`src/rtl/video_scanout.sv`:
```
// Raster scanout: pops RGB565 words from a FIFO and drives hsync/vsync/de/rgb.
// Define VIDOUT_PIXEL_DOUBLE_EN to show each FIFO word on two adjacent pixels.
module video_scanout #(
  parameter int          H_ACTIVE       = 640,
  parameter int          H_FP           = 16,
  parameter int          H_SYNC         = 96,
  parameter int          H_BP           = 48,
  parameter int          V_ACTIVE       = 480,
  parameter int          V_FP           = 10,
  parameter int          V_SYNC         = 2,
  parameter int          V_BP           = 33,
  parameter logic        SYNC_POL       = 1'b0,
  parameter logic [15:0] UNDERRUN_COLOR = 16'hF81F
) (
  input  logic        pixel_clk,
  input  logic        reset,
  input  logic        enable,
  output logic        read,
  input  logic [15:0] read_data,
  input  logic        can_read,
  input  logic        underrun_clear,
  output logic        hsync,
  output logic        vsync,
  output logic        de,
  output logic [15:0] rgb,
  output logic        frame_start,
  output logic        underrun
);

  localparam int H_TOTAL = H_ACTIVE + H_FP + H_SYNC + H_BP;
  localparam int V_TOTAL = V_ACTIVE + V_FP + V_SYNC + V_BP;
  localparam int HW = $clog2(H_TOTAL);
  localparam int VW = $clog2(V_TOTAL);

  localparam logic [31:0] H_ACT = 32'(H_ACTIVE);
  localparam logic [31:0] H_SS  = 32'(H_ACTIVE + H_FP);
  localparam logic [31:0] H_SE  = 32'(H_ACTIVE + H_FP + H_SYNC);
  localparam logic [31:0] H_END = 32'(H_TOTAL - 1);
  localparam logic [31:0] V_ACT = 32'(V_ACTIVE);
  localparam logic [31:0] V_SS  = 32'(V_ACTIVE + V_FP);
  localparam logic [31:0] V_SE  = 32'(V_ACTIVE + V_FP + V_SYNC);
  localparam logic [31:0] V_END = 32'(V_TOTAL - 1);

  typedef enum logic {IDLE, RUN} state_t;

  state_t state, state_nx;

  logic [HW-1:0] h_cnt, h_nx;
  logic [VW-1:0] v_cnt, v_nx;
  logic [31:0]   h_ext, v_ext;

  logic        go, active, pop_slot, starve;
  logic        h_sync_on, v_sync_on;
  logic [15:0] pix;

  logic        hsync_nx, vsync_nx, de_nx, fs_nx, und_nx;
  logic [15:0] rgb_nx;

`ifdef VIDOUT_PIXEL_DOUBLE_EN
  logic [15:0] hold, hold_nx;
`endif

  assign h_ext = 32'(h_cnt);
  assign v_ext = 32'(v_cnt);

  always_comb begin
    go        = (state == RUN) && enable && !reset;
    active    = (h_ext < H_ACT) && (v_ext < V_ACT);
    h_sync_on = (h_ext >= H_SS) && (h_ext < H_SE);
    v_sync_on = (v_ext >= V_SS) && (v_ext < V_SE);

`ifdef VIDOUT_PIXEL_DOUBLE_EN
    pop_slot = !h_cnt[0];
`else
    pop_slot = 1'b1;
`endif

    read   = go && active && pop_slot && can_read;
    starve = go && active && pop_slot && !can_read;

    pix = can_read ? read_data : UNDERRUN_COLOR;
`ifdef VIDOUT_PIXEL_DOUBLE_EN
    // Odd pixels replay whatever the even pixel showed, underrun colour included.
    if (!pop_slot) pix = hold;
    hold_nx = (go && active && pop_slot) ? pix : hold;
`endif
  end

  always_comb begin
    state_nx = enable ? RUN : IDLE;
    h_nx     = '0;
    v_nx     = '0;
    if (go) begin
      if (h_ext == H_END) begin
        v_nx = (v_ext == V_END) ? '0 : v_cnt + 1'b1;
      end else begin
        h_nx = h_cnt + 1'b1;
        v_nx = v_cnt;
      end
    end

    de_nx    = go && active;
    rgb_nx   = de_nx ? pix : 16'h0000;
    hsync_nx = (go && h_sync_on) ? SYNC_POL : !SYNC_POL;
    vsync_nx = (go && v_sync_on) ? SYNC_POL : !SYNC_POL;
    fs_nx    = go && (h_cnt == '0) && (v_cnt == '0);
    und_nx   = underrun;
    if (starve) und_nx = 1'b1;
    else if (underrun_clear) und_nx = 1'b0;
  end

  always_ff @(posedge pixel_clk) begin
    if (reset) begin
      state       <= IDLE;
      h_cnt       <= '0;
      v_cnt       <= '0;
      hsync       <= !SYNC_POL;
      vsync       <= !SYNC_POL;
      de          <= 1'b0;
      rgb         <= 16'h0000;
      frame_start <= 1'b0;
      underrun    <= 1'b0;
    end else begin
      state       <= state_nx;
      h_cnt       <= h_nx;
      v_cnt       <= v_nx;
      hsync       <= hsync_nx;
      vsync       <= vsync_nx;
      de          <= de_nx;
      rgb         <= rgb_nx;
      frame_start <= fs_nx;
      underrun    <= und_nx;
    end
  end

`ifdef VIDOUT_PIXEL_DOUBLE_EN
  always_ff @(posedge pixel_clk) begin
    if (reset) hold <= 16'h0000;
    else       hold <= hold_nx;
  end
`endif

endmodule

```
`config.mk`:
```
export PLATFORM = sky130hd
export DESIGN_NAME = video_scanout
export DESIGN_NICKNAME = d
export VERILOG_FILES = /design/src/rtl/video_scanout.sv
export SDC_FILE = /design/constraint.sdc
export NUM_CORES = 1
export LEC_CHECK = 0
export BUFFER_PORTS_ARGS = -buffer_cell sky130_fd_sc_hd__buf_4
export CELL_PAD_IN_SITES_DETAIL_PLACEMENT = 1
export CELL_PAD_IN_SITES_GLOBAL_PLACEMENT = 1
export CORE_ASPECT_RATIO = 0.8
export CORE_UTILIZATION = 41
export CTS_BUF_LIST = sky130_fd_sc_hd__clkbuf_16
export CTS_CLUSTER_DIAMETER = 50
export CTS_CLUSTER_SIZE = 30
export DETAILED_ROUTE_END_ITERATION = 16
export PLACE_DENSITY_LB_ADDON = 0.1
export SLEW_MARGIN = 0
export SYNTH_ARGS = -nofsm -noshare
export SYNTH_HDL_FRONTEND = slang
export SYNTH_SLANG_ARGS = --single-unit
```
`constraint.sdc`:
```
create_clock -name pixel_clk -period 4.4 [get_ports pixel_clk]
set_clock_uncertainty 0.15 [all_clocks]
set_input_delay 0.66 -clock pixel_clk [delete_from_list [all_inputs] [get_ports pixel_clk]]
set_output_delay 0.66 -clock pixel_clk [all_outputs]
set_load 0.01 [all_outputs]
```
==> impl_metrics.xml, run 1 <==
<?xml version="1.0" encoding="UTF-8"?>
<metrics>
  <group name="power">
    <metric name="total_power" unit="uW">760</metric>
    <metric name="areal_power_density_over_the_cells" unit="mW/mm^2">354</metric>
    <metric name="cellLeakagePower" unit="nW">0.883</metric>
    <metric name="max-vdd-ir-drop" unit="mV">0.204</metric>
  </group>
  <group name="yosys">
    <metric name="syn-cell-area" unit="mm^2">0.00166</metric>
    <metric name="yosysWarnings" unit="">0</metric>
    <metric name="postSynthCellCount" unit="">185</metric>
    <metric name="synthDominantCellAreaShare" unit="%">50.7</metric>
    <metric name="synth_seq_area_share" unit="%">50.7</metric>
    <metric name="yosys-top-cells-count" unit="">42 x sky130_fd_sc_hd__dfxtp_1, 19 x sky130_fd_sc_hd__inv_1, 17 x sky130_fd_sc_hd__a21oi_1</metric>
    <metric name="most_numerous_cell_in_the_yosys_netlist" unit="">sky130_fd_sc_hd__dfxtp_1</metric>
    <metric name="synthesis.nets" unit="">210</metric>
    <metric name="synth-edff-count" unit="">0</metric>
    <metric name="async_flop_share" unit="%">0</metric>
    <metric name="synth_cell_types" unit="">32</metric>
    <metric name="yosys_register_bits" unit="">42</metric>
    <metric name="yosys_most_used_dff" unit="">sky130_fd_sc_hd__dfxtp_1</metric>
    <metric name="synth_top_cell_by_area" unit="">sky130_fd_sc_hd__dfxtp_1</metric>
    <metric name="syn-mean-instance-area" unit="um^2">8.97</metric>
    <metric name="synth_area_leaders" unit="">sky130_fd_sc_hd__dfxtp_1 51%, sky130_fd_sc_hd__a21oi_1 5.1%, sky130_fd_sc_hd__inv_1 4.3%, sky130_fd_sc_hd__and3_1 3.4%, sky130_fd_sc_hd__or3_1 3.4%</metric>
  </group>
  <group name="drt">
    <metric name="antenna_left" unit="">0</metric>
    <metric name="drt-initial-drc-count" unit="">53</metric>
    <metric name="overall_via_count_from_detail_route" unit="">1473</metric>
    <metric name="drt-total-wl" unit="um">4070</metric>
    <metric name="drc" unit="">0</metric>
    <metric name="route.detailed.wl_per_inst" unit="um">14.3</metric>
    <metric name="firstDrtPassIters" unit="">4</metric>
    <metric name="viasPerCell" unit="">5.19</metric>
  </group>
  <group name="floorplan">
    <metric name="core.rowCount" unit="">20</metric>
    <metric name="placeableCoreArea" unit="mm^2">0.00383</metric>
    <metric name="chipWidth" unit="um">73.1</metric>
    <metric name="dieHeight" unit="um">58.9</metric>
    <metric name="num_io_pins" unit="">43</metric>
    <metric name="die_area" unit="mm^2">0.00431</metric>
    <metric name="initial_utilization" unit="%">43.3</metric>
  </group>
  <group name="worst_setup_path">
    <metric name="cp.buffers_inverters" unit="">2</metric>
    <metric name="setup.worst_path.start_class" unit="">input pin</metric>
    <metric name="timing_worst_setup_path_type" unit="">input pin to output pin</metric>
    <metric name="critical_path_arrival" unit="ns">1.71</metric>
    <metric name="worstPathMaxFanout" unit="">8</metric>
    <metric name="crit_chain" unit="">buf_4 -&gt; nand3b_1 -&gt; nor3_1 -&gt; and3_1 -&gt; buf_4</metric>
    <metric name="critical_path.endpoint_type" unit="">output pin</metric>
    <metric name="worstPathRequired" unit="ns">3.59</metric>
    <metric name="slowest_stage" unit="">sky130_fd_sc_hd__nand3b_1</metric>
    <metric name="critical-path-top-cell-by-count" unit="">sky130_fd_sc_hd__buf_4</metric>
    <metric name="critical_path.top_delay_family" unit="">simple AND/OR/NAND/NOR gates</metric>
    <metric name="stage_delay_of_the_slowest_cell_on_the_critical_path" unit="ns">0.30</metric>
  </group>
  <group name="sta">
    <metric name="rsz_0062_raised_after_global_routing" unit="">no</metric>
    <metric name="max_slew_margin" unit="%">58.2</metric>
    <metric name="max_slew.worst_pin.slew" unit="ns">0.622</metric>
    <metric name="post-route-min-period" unit="ns">2.52</metric>
    <metric name="final-hold-violation-count" unit="">0</metric>
    <metric name="fmaxAchievable" unit="MHz">397</metric>
    <metric name="timing.setup.tns" unit="ns">0</metric>
    <metric name="finalMaxSlewViolations" unit="">0</metric>
    <metric name="setup_slack" unit="ns">1.88</metric>
    <metric name="timing.final.setup_violations" unit="">0</metric>
    <metric name="fin_crit_sh" unit="%">57.3</metric>
  </group>
  <group name="clock_network">
    <metric name="cts.hold.buffers_added" unit="">0</metric>
    <metric name="cts.sinks" unit="">42</metric>
    <metric name="cts_post_setup_buffers_inserted" unit="">0</metric>
    <metric name="cts_htree_levels" unit="">2</metric>
    <metric name="cts-buffers-inserted" unit="">5</metric>
    <metric name="post_cts_resize_count" unit="">0</metric>
    <metric name="clk_pin_slew" unit="ns">0.06</metric>
    <metric name="cts_tree" unit="">done</metric>
    <metric name="insertion_delay" unit="ns">0.28</metric>
    <metric name="maximum_root_to_sink_buffer_count" unit="">2</metric>
    <metric name="clock-root-buffer" unit="">sky130_fd_sc_hd__clkbuf_16</metric>
  </group>
  <group name="place">
    <metric name="placement.cell_area" unit="mm^2">0.00201</metric>
    <metric name="gp_routability_congestion" unit="">0.789</metric>
    <metric name="place_worst_setup_slack" unit="ns">1.88</metric>
    <metric name="detailedPlacementHpwl" unit="um">3020</metric>
    <metric name="io_buffers" unit="">42</metric>
  </group>
  <group name="global_routing">
    <metric name="number_of_antenna_violations_at_the_first_check_in_global_routing" unit="">0</metric>
    <metric name="wire_length_of_the_first_global_routing_pass" unit="um">6760</metric>
    <metric name="grt_pass1_vias" unit="">1469</metric>
    <metric name="grt_max_degree" unit="">19</metric>
    <metric name="globalRoute.totalOverflow" unit="">0</metric>
    <metric name="grtUsageTotal" unit="%">20.5</metric>
  </group>
  <group name="outcome">
    <metric name="status" unit="">finished, final reports clean</metric>
  </group>
  <group name="finish">
    <metric name="final_layout_size_suffix_gt1_share" unit="%">22.3</metric>
    <metric name="final_core_util" unit="%">56.1</metric>
    <metric name="fillers" unit="">466</metric>
    <metric name="fin_area" unit="mm^2">0.00215</metric>
    <metric name="area_growth" unit="%">29.6</metric>
    <metric name="final_nets" unit="">254</metric>
    <metric name="insertedDiodeCount" unit="">0</metric>
  </group>
  <group name="worst_hold_path">
    <metric name="worst_hold_path_type" unit="">flop to flop</metric>
  </group>
  <group name="run">
    <metric name="drv.max_cap_violation_count" unit="">0</metric>
  </group>
</metrics>
path summary, 6_finish.rpt:
path	slack, ns	start	to	cells after the start
worst min-delay path	0.33	underrun$_SDFFE_PP0P_	underrun$_SDFFE_PP0P_	2
worst max register to register	2.09	h_cnt[0]$_SDFF_PP0_	v_cnt[5]$_SDFFE_PP0P_	5
worst min register to register	0.33	underrun$_SDFFE_PP0P_	underrun$_SDFFE_PP0P_	2
worst max-delay path	1.88	reset	read	5
final cells by class:
class	instances	area (um^2)	area share, %
multi-input cells	119	718	33.4
flip-flops and latches	42	841	39.1
clock inverters	2	10.0	0.466
repair buffers	42	315	14.7
clock buffers	5	125	5.82
inverters	19	71.3	3.32
well taps	55	68.8	3.20
registers in the layout (all words and copies together), names as in the netlist:
signal	count
de	1
state	1
rgb	16
v_cnt	10
underrun	1
frame_start	1
vsync	1
hsync	1
h_cnt	10
stage by stage:
step / hold slack [ns] / std cells
after global routing: 0.354 / 284
final: 0.329 / 284
after CTS: 0.333 / 284
after floorplan: 0.291 / 185
after detailed placement: 0.324 / 277
after global placement: 0.309 / 277
cell families after synthesis:
kind of cell / count (synthesis) / synth area share, %
AND/OR/NAND/NOR: 77 / 26.2
flip-flops: 42 / 50.7
AO/OA/AOI/OAI: 29 / 9.35
buffers and inverters: 24 / 6.03
XOR/XNOR: 9 / 4.75
adder cells (fa/ha/maj): 4 / 3.02
tightest hold or removal path, stage by stage (launching register included):
cell	delay (ns)
sky130_fd_sc_hd__dfxtp_1	0.31
sky130_fd_sc_hd__inv_1	0.05
sky130_fd_sc_hd__o32ai_1	0.07
routing by layer:
layer	track usage, %	vias to the layer above	part of all wire (%)
li1	-	722	-
met5	0	-	0
met2	35.2	23	50
met4	6.44	0	0.79
met1	25.6	723	46
met3	4.79	5	2.7
power by group:
part           leakage, nW  internal, mW  switching [mW]
Clock               0.0694         0.205           0.138
Sequential           0.340         0.384         0.00154
Combinational        0.474        0.0183          0.0136
layout by cell type, fill, tap and decap left out, types with 2 or more instances in the layout:
cell                        netlist  final
sky130_fd_sc_hd__nand3_1          9      9
sky130_fd_sc_hd__nor2b_1          2      2
sky130_fd_sc_hd__nor3_1           5      5
sky130_fd_sc_hd__buf_4            0     42
sky130_fd_sc_hd__or4_1            4      4
sky130_fd_sc_hd__clkbuf_16        0      5
sky130_fd_sc_hd__or3_1            9      9
sky130_fd_sc_hd__nand4_1          4      4
sky130_fd_sc_hd__a21oi_1         17     17
sky130_fd_sc_hd__xnor2_1          5      5
sky130_fd_sc_hd__clkinv_2         0      2
sky130_fd_sc_hd__nor2_1          11     11
sky130_fd_sc_hd__nand3b_1         2      2
sky130_fd_sc_hd__dfxtp_1         42     42
sky130_fd_sc_hd__and3_1           9      9
sky130_fd_sc_hd__xor2_1           4      4
sky130_fd_sc_hd__o21ai_0          8      8
sky130_fd_sc_hd__nor4_1           4      4
sky130_fd_sc_hd__nand2_1         11     11
sky130_fd_sc_hd__ha_1             4      4
sky130_fd_sc_hd__inv_1           19     19
No activity file was read; power rests on OpenSTA's default activity.
==> run 2: changes to the inputs <==
Settings changed: CORE_UTILIZATION 41 to 34.
Clock period 4.4 ns to 2.2 ns, I/O delays scaled along.
==> impl_metrics.xml, run 2 (synthesized netlist as in run 1, its figures left out) <==
<?xml version="1.0" encoding="UTF-8"?>
<metrics>
  <group name="worst_setup_path">
    <metric name="crit_start" unit="">h_cnt[1]$_SDFF_PP0_</metric>
    <metric name="critical_path_arrival" unit="ns">2.16</metric>
    <metric name="slowest_stage" unit="">sky130_fd_sc_hd__or4_4</metric>
    <metric name="worstPathRequired" unit="ns">2.26</metric>
    <metric name="crit_end" unit="">v_cnt[7]$_SDFFE_PP0P_</metric>
    <metric name="worstRegToRegCells" unit="">5</metric>
    <metric name="cp.depth" unit="">5</metric>
    <metric name="cp.buffers_inverters" unit="">0</metric>
    <metric name="timing_worst_setup_path_type" unit="">flop to flop</metric>
    <metric name="stage_delay_of_the_slowest_cell_on_the_critical_path" unit="ns">0.63</metric>
    <metric name="worstPathMaxFanout" unit="">5</metric>
    <metric name="ff2ff_setup_slack" unit="ns">0.1</metric>
    <metric name="crit_reg_reg_startpoint" unit="">h_cnt[1]$_SDFF_PP0_</metric>
    <metric name="critical_path.endpoint_type" unit="">flop</metric>
    <metric name="worst_r2r_endpoint" unit="">v_cnt[7]$_SDFFE_PP0P_</metric>
    <metric name="crit_chain" unit="">ha_1 -&gt; nand4_1 -&gt; or4_4 -&gt; or3_1 -&gt; a21oi_1</metric>
    <metric name="setup.worst_path.start_class" unit="">flop</metric>
    <metric name="critical_path.top_delay_family" unit="">simple AND/OR/NAND/NOR gates</metric>
  </group>
  <group name="floorplan">
    <metric name="core.rowCount" unit="">22</metric>
    <metric name="die_area" unit="mm^2">0.00516</metric>
    <metric name="initial_utilization" unit="%">35.9</metric>
    <metric name="chipWidth" unit="um">80.1</metric>
    <metric name="num_io_pins" unit="">43</metric>
    <metric name="placeableCoreArea" unit="mm^2">0.00462</metric>
    <metric name="dieHeight" unit="um">64.5</metric>
  </group>
  <group name="sta">
    <metric name="final-hold-violation-count" unit="">0</metric>
    <metric name="fin_crit_sh" unit="%">95.6</metric>
    <metric name="post-route-min-period" unit="ns">2.10</metric>
    <metric name="max_slew.worst_pin.slew" unit="ns">0.458</metric>
    <metric name="max_slew_margin" unit="%">69.2</metric>
    <metric name="finalMaxSlewViolations" unit="">0</metric>
    <metric name="fmaxAchievable" unit="MHz">475</metric>
    <metric name="timing.final.setup_violations" unit="">0</metric>
  </group>
  <group name="drt">
    <metric name="drt-total-wl" unit="um">4530</metric>
    <metric name="drc" unit="">0</metric>
    <metric name="route.detailed.wl_per_inst" unit="um">14.9</metric>
    <metric name="viasPerCell" unit="">5.05</metric>
    <metric name="drt-initial-drc-count" unit="">57</metric>
    <metric name="firstDrtPassIters" unit="">4</metric>
    <metric name="antenna_left" unit="">0</metric>
    <metric name="overall_via_count_from_detail_route" unit="">1535</metric>
  </group>
  <group name="clock_network">
    <metric name="maximum_root_to_sink_buffer_count" unit="">2</metric>
    <metric name="clock-root-buffer" unit="">sky130_fd_sc_hd__clkbuf_16</metric>
    <metric name="cts_htree_levels" unit="">2</metric>
    <metric name="cts_tree" unit="">done</metric>
    <metric name="cts.sinks" unit="">42</metric>
    <metric name="cts-buffers-inserted" unit="">5</metric>
    <metric name="insertion_delay" unit="ns">0.28</metric>
    <metric name="clk_pin_slew" unit="ns">0.06</metric>
  </group>
  <group name="global_routing">
    <metric name="globalRoute.totalOverflow" unit="">0</metric>
    <metric name="number_of_antenna_violations_at_the_first_check_in_global_routing" unit="">0</metric>
    <metric name="grtUsageTotal" unit="%">19.3</metric>
    <metric name="grt_pass1_vias" unit="">1555</metric>
    <metric name="wire_length_of_the_first_global_routing_pass" unit="um">7470</metric>
    <metric name="grt_max_degree" unit="">19</metric>
  </group>
  <group name="power">
    <metric name="cell_internal_pwr" unit="mW">1.22</metric>
    <metric name="max-vdd-ir-drop" unit="mV">0.321</metric>
    <metric name="sw_frac_of_total" unit="%">20.1</metric>
    <metric name="p_clk_share" unit="%">44.9</metric>
    <metric name="power_frac_seq" unit="%">50.7</metric>
    <metric name="power.switching" unit="uW">307</metric>
    <metric name="cellLeakagePower" unit="nW">0.956</metric>
    <metric name="total_power" unit="mW">1.52</metric>
    <metric name="areal_power_density_over_the_cells" unit="mW/mm^2">672</metric>
    <metric name="power.share.combinational" unit="%">4.4</metric>
  </group>
  <group name="place">
    <metric name="gp_routability_congestion" unit="">0.792</metric>
    <metric name="io_buffers" unit="">42</metric>
    <metric name="placement.cell_area" unit="mm^2">0.00211</metric>
    <metric name="detailedPlacementHpwl" unit="um">3500</metric>
  </group>
  <group name="finish">
    <metric name="fin_area" unit="mm^2">0.00227</metric>
    <metric name="most_frequent_cells_in_the_layout" unit="">56 x sky130_fd_sc_hd__buf_4, 41 x sky130_fd_sc_hd__dfxtp_1, 20 x sky130_fd_sc_hd__inv_1</metric>
    <metric name="largestRegisters" unit="">rgb x16, h_cnt x10, v_cnt x10</metric>
    <metric name="insertedDiodeCount" unit="">0</metric>
    <metric name="most_common_cell_after_layout_fill_and_taps_aside" unit="">sky130_fd_sc_hd__buf_4</metric>
    <metric name="final_layout_size_suffix_gt1_share" unit="%">27.0</metric>
    <metric name="largest_reg_flops" unit="">16</metric>
    <metric name="final_nets" unit="">268</metric>
    <metric name="largest_register_by_flop_count" unit="">rgb</metric>
    <metric name="area_growth" unit="%">36.7</metric>
  </group>
  <group name="run">
    <metric name="drv.max_cap_violation_count" unit="">0</metric>
  </group>
  <group name="outcome">
    <metric name="status" unit="">finished, final reports clean</metric>
  </group>
  <group name="worst_hold_path">
    <metric name="worst_hold_path_type" unit="">input pin to flop</metric>
  </group>
</metrics>
## run 2: cell count changes in the layout (fill, tap and decap cells not counted)
cell / before / now
sky130_fd_sc_hd__buf_4: 42 / 56
sky130_fd_sc_hd__clkinv_1: 0 / 1
sky130_fd_sc_hd__clkinv_2: 2 / 1
sky130_fd_sc_hd__dfxtp_1: 42 / 41
sky130_fd_sc_hd__dfxtp_2: 0 / 1
sky130_fd_sc_hd__inv_1: 19 / 20
sky130_fd_sc_hd__or4_1: 4 / 3
sky130_fd_sc_hd__or4_4: 1 / 2
## run 2: cell type report
| class | count | area [um^2] |
|---|---|---|
| Sequential cell | 42 | 842 |
| Tap cell | 60 | 75.1 |
| Clock inverter | 3 | 12.5 |
| Inverter | 19 | 71.3 |
| Fill cell | 548 | 2360 |
| Multi-Input combinational cell | 119 | 722 |
| Timing Repair Buffer | 56 | 420 |
| Clock buffer | 5 | 125 |
## run 2: worst reg2reg max path, cell delays in order (launching register included)
cell	delay, ns
sky130_fd_sc_hd__dfxtp_1	0.37
sky130_fd_sc_hd__ha_1	0.19
sky130_fd_sc_hd__nand4_1	0.22
sky130_fd_sc_hd__or4_4	0.63
sky130_fd_sc_hd__or3_1	0.33
sky130_fd_sc_hd__a21oi_1	0.15
## run 2: metrics by stage
stage | instances | util [%] | setup slack (ns) | hold WS [ns] | setup TNS (ns)
6_report | 304 | 49.1 | 0.0958 | 0.0848 | 0
5_1_grt | 304 | 49.1 | -0.00278 | 0.0768 | -0.00278
4_1_cts | 302 | 48.6 | 0.0167 | 0.0819 | 0
3_5_place_dp | 294 | 45.6 | 0.0360 | 0.342 | 0
3_3_place_gp | 294 | 45.6 | 0.146 | 0.305 | 0
2_1_floorplan | 185 | - | 0.111 | 0.256 | 0
## run 2: power groups by stage
| stage | clock network [mW] | logic (mW) | registers, mW |
|---|---|---|---|
| detailed placement | 0 | 0.0671 | 0.789 |
| global route | 0.747 | 0.0728 | 0.773 |
| finish | 0.685 | 0.0667 | 0.772 |
| global placement | 0 | 0.0649 | 0.788 |
| CTS | 0.705 | 0.0676 | 0.772 |
| floorplan | 0 | 0.0169 | 0.792 |
## run 2: worst min-delay path by stage
stage                         from                      to  slack, ns  depth (start not counted)
2_1_floorplan                reset  frame_start$_SDFF_PP0_       0.26                          1
3_3_place_gp   h_cnt[0]$_SDFF_PP0_     h_cnt[0]$_SDFF_PP0_       0.30                          1
3_5_place_dp   h_cnt[0]$_SDFF_PP0_     h_cnt[0]$_SDFF_PP0_       0.34                          1
4_1_cts             underrun_clear   underrun$_SDFFE_PP0P_       0.08                          2
5_1_grt             underrun_clear   underrun$_SDFFE_PP0P_       0.08                          2
6_report            underrun_clear   underrun$_SDFFE_PP0P_       0.08                          2
## run 2: metal layers
layer	share of wire (%)	up-vias	global-route usage (%)
li1	-	756	-
met1	47	748	24.9
met2	49	25	31.4
met3	3.0	6	4.79
met4	1.2	0	6.92
met5	0	-	0
## run 2: repair_timing
action | CTS | global route
hold buffers | 0 | 0
resized for setup | 0 | 2
setup buffers | 0 | 2
endpoints found under the setup margin | 0 | 6
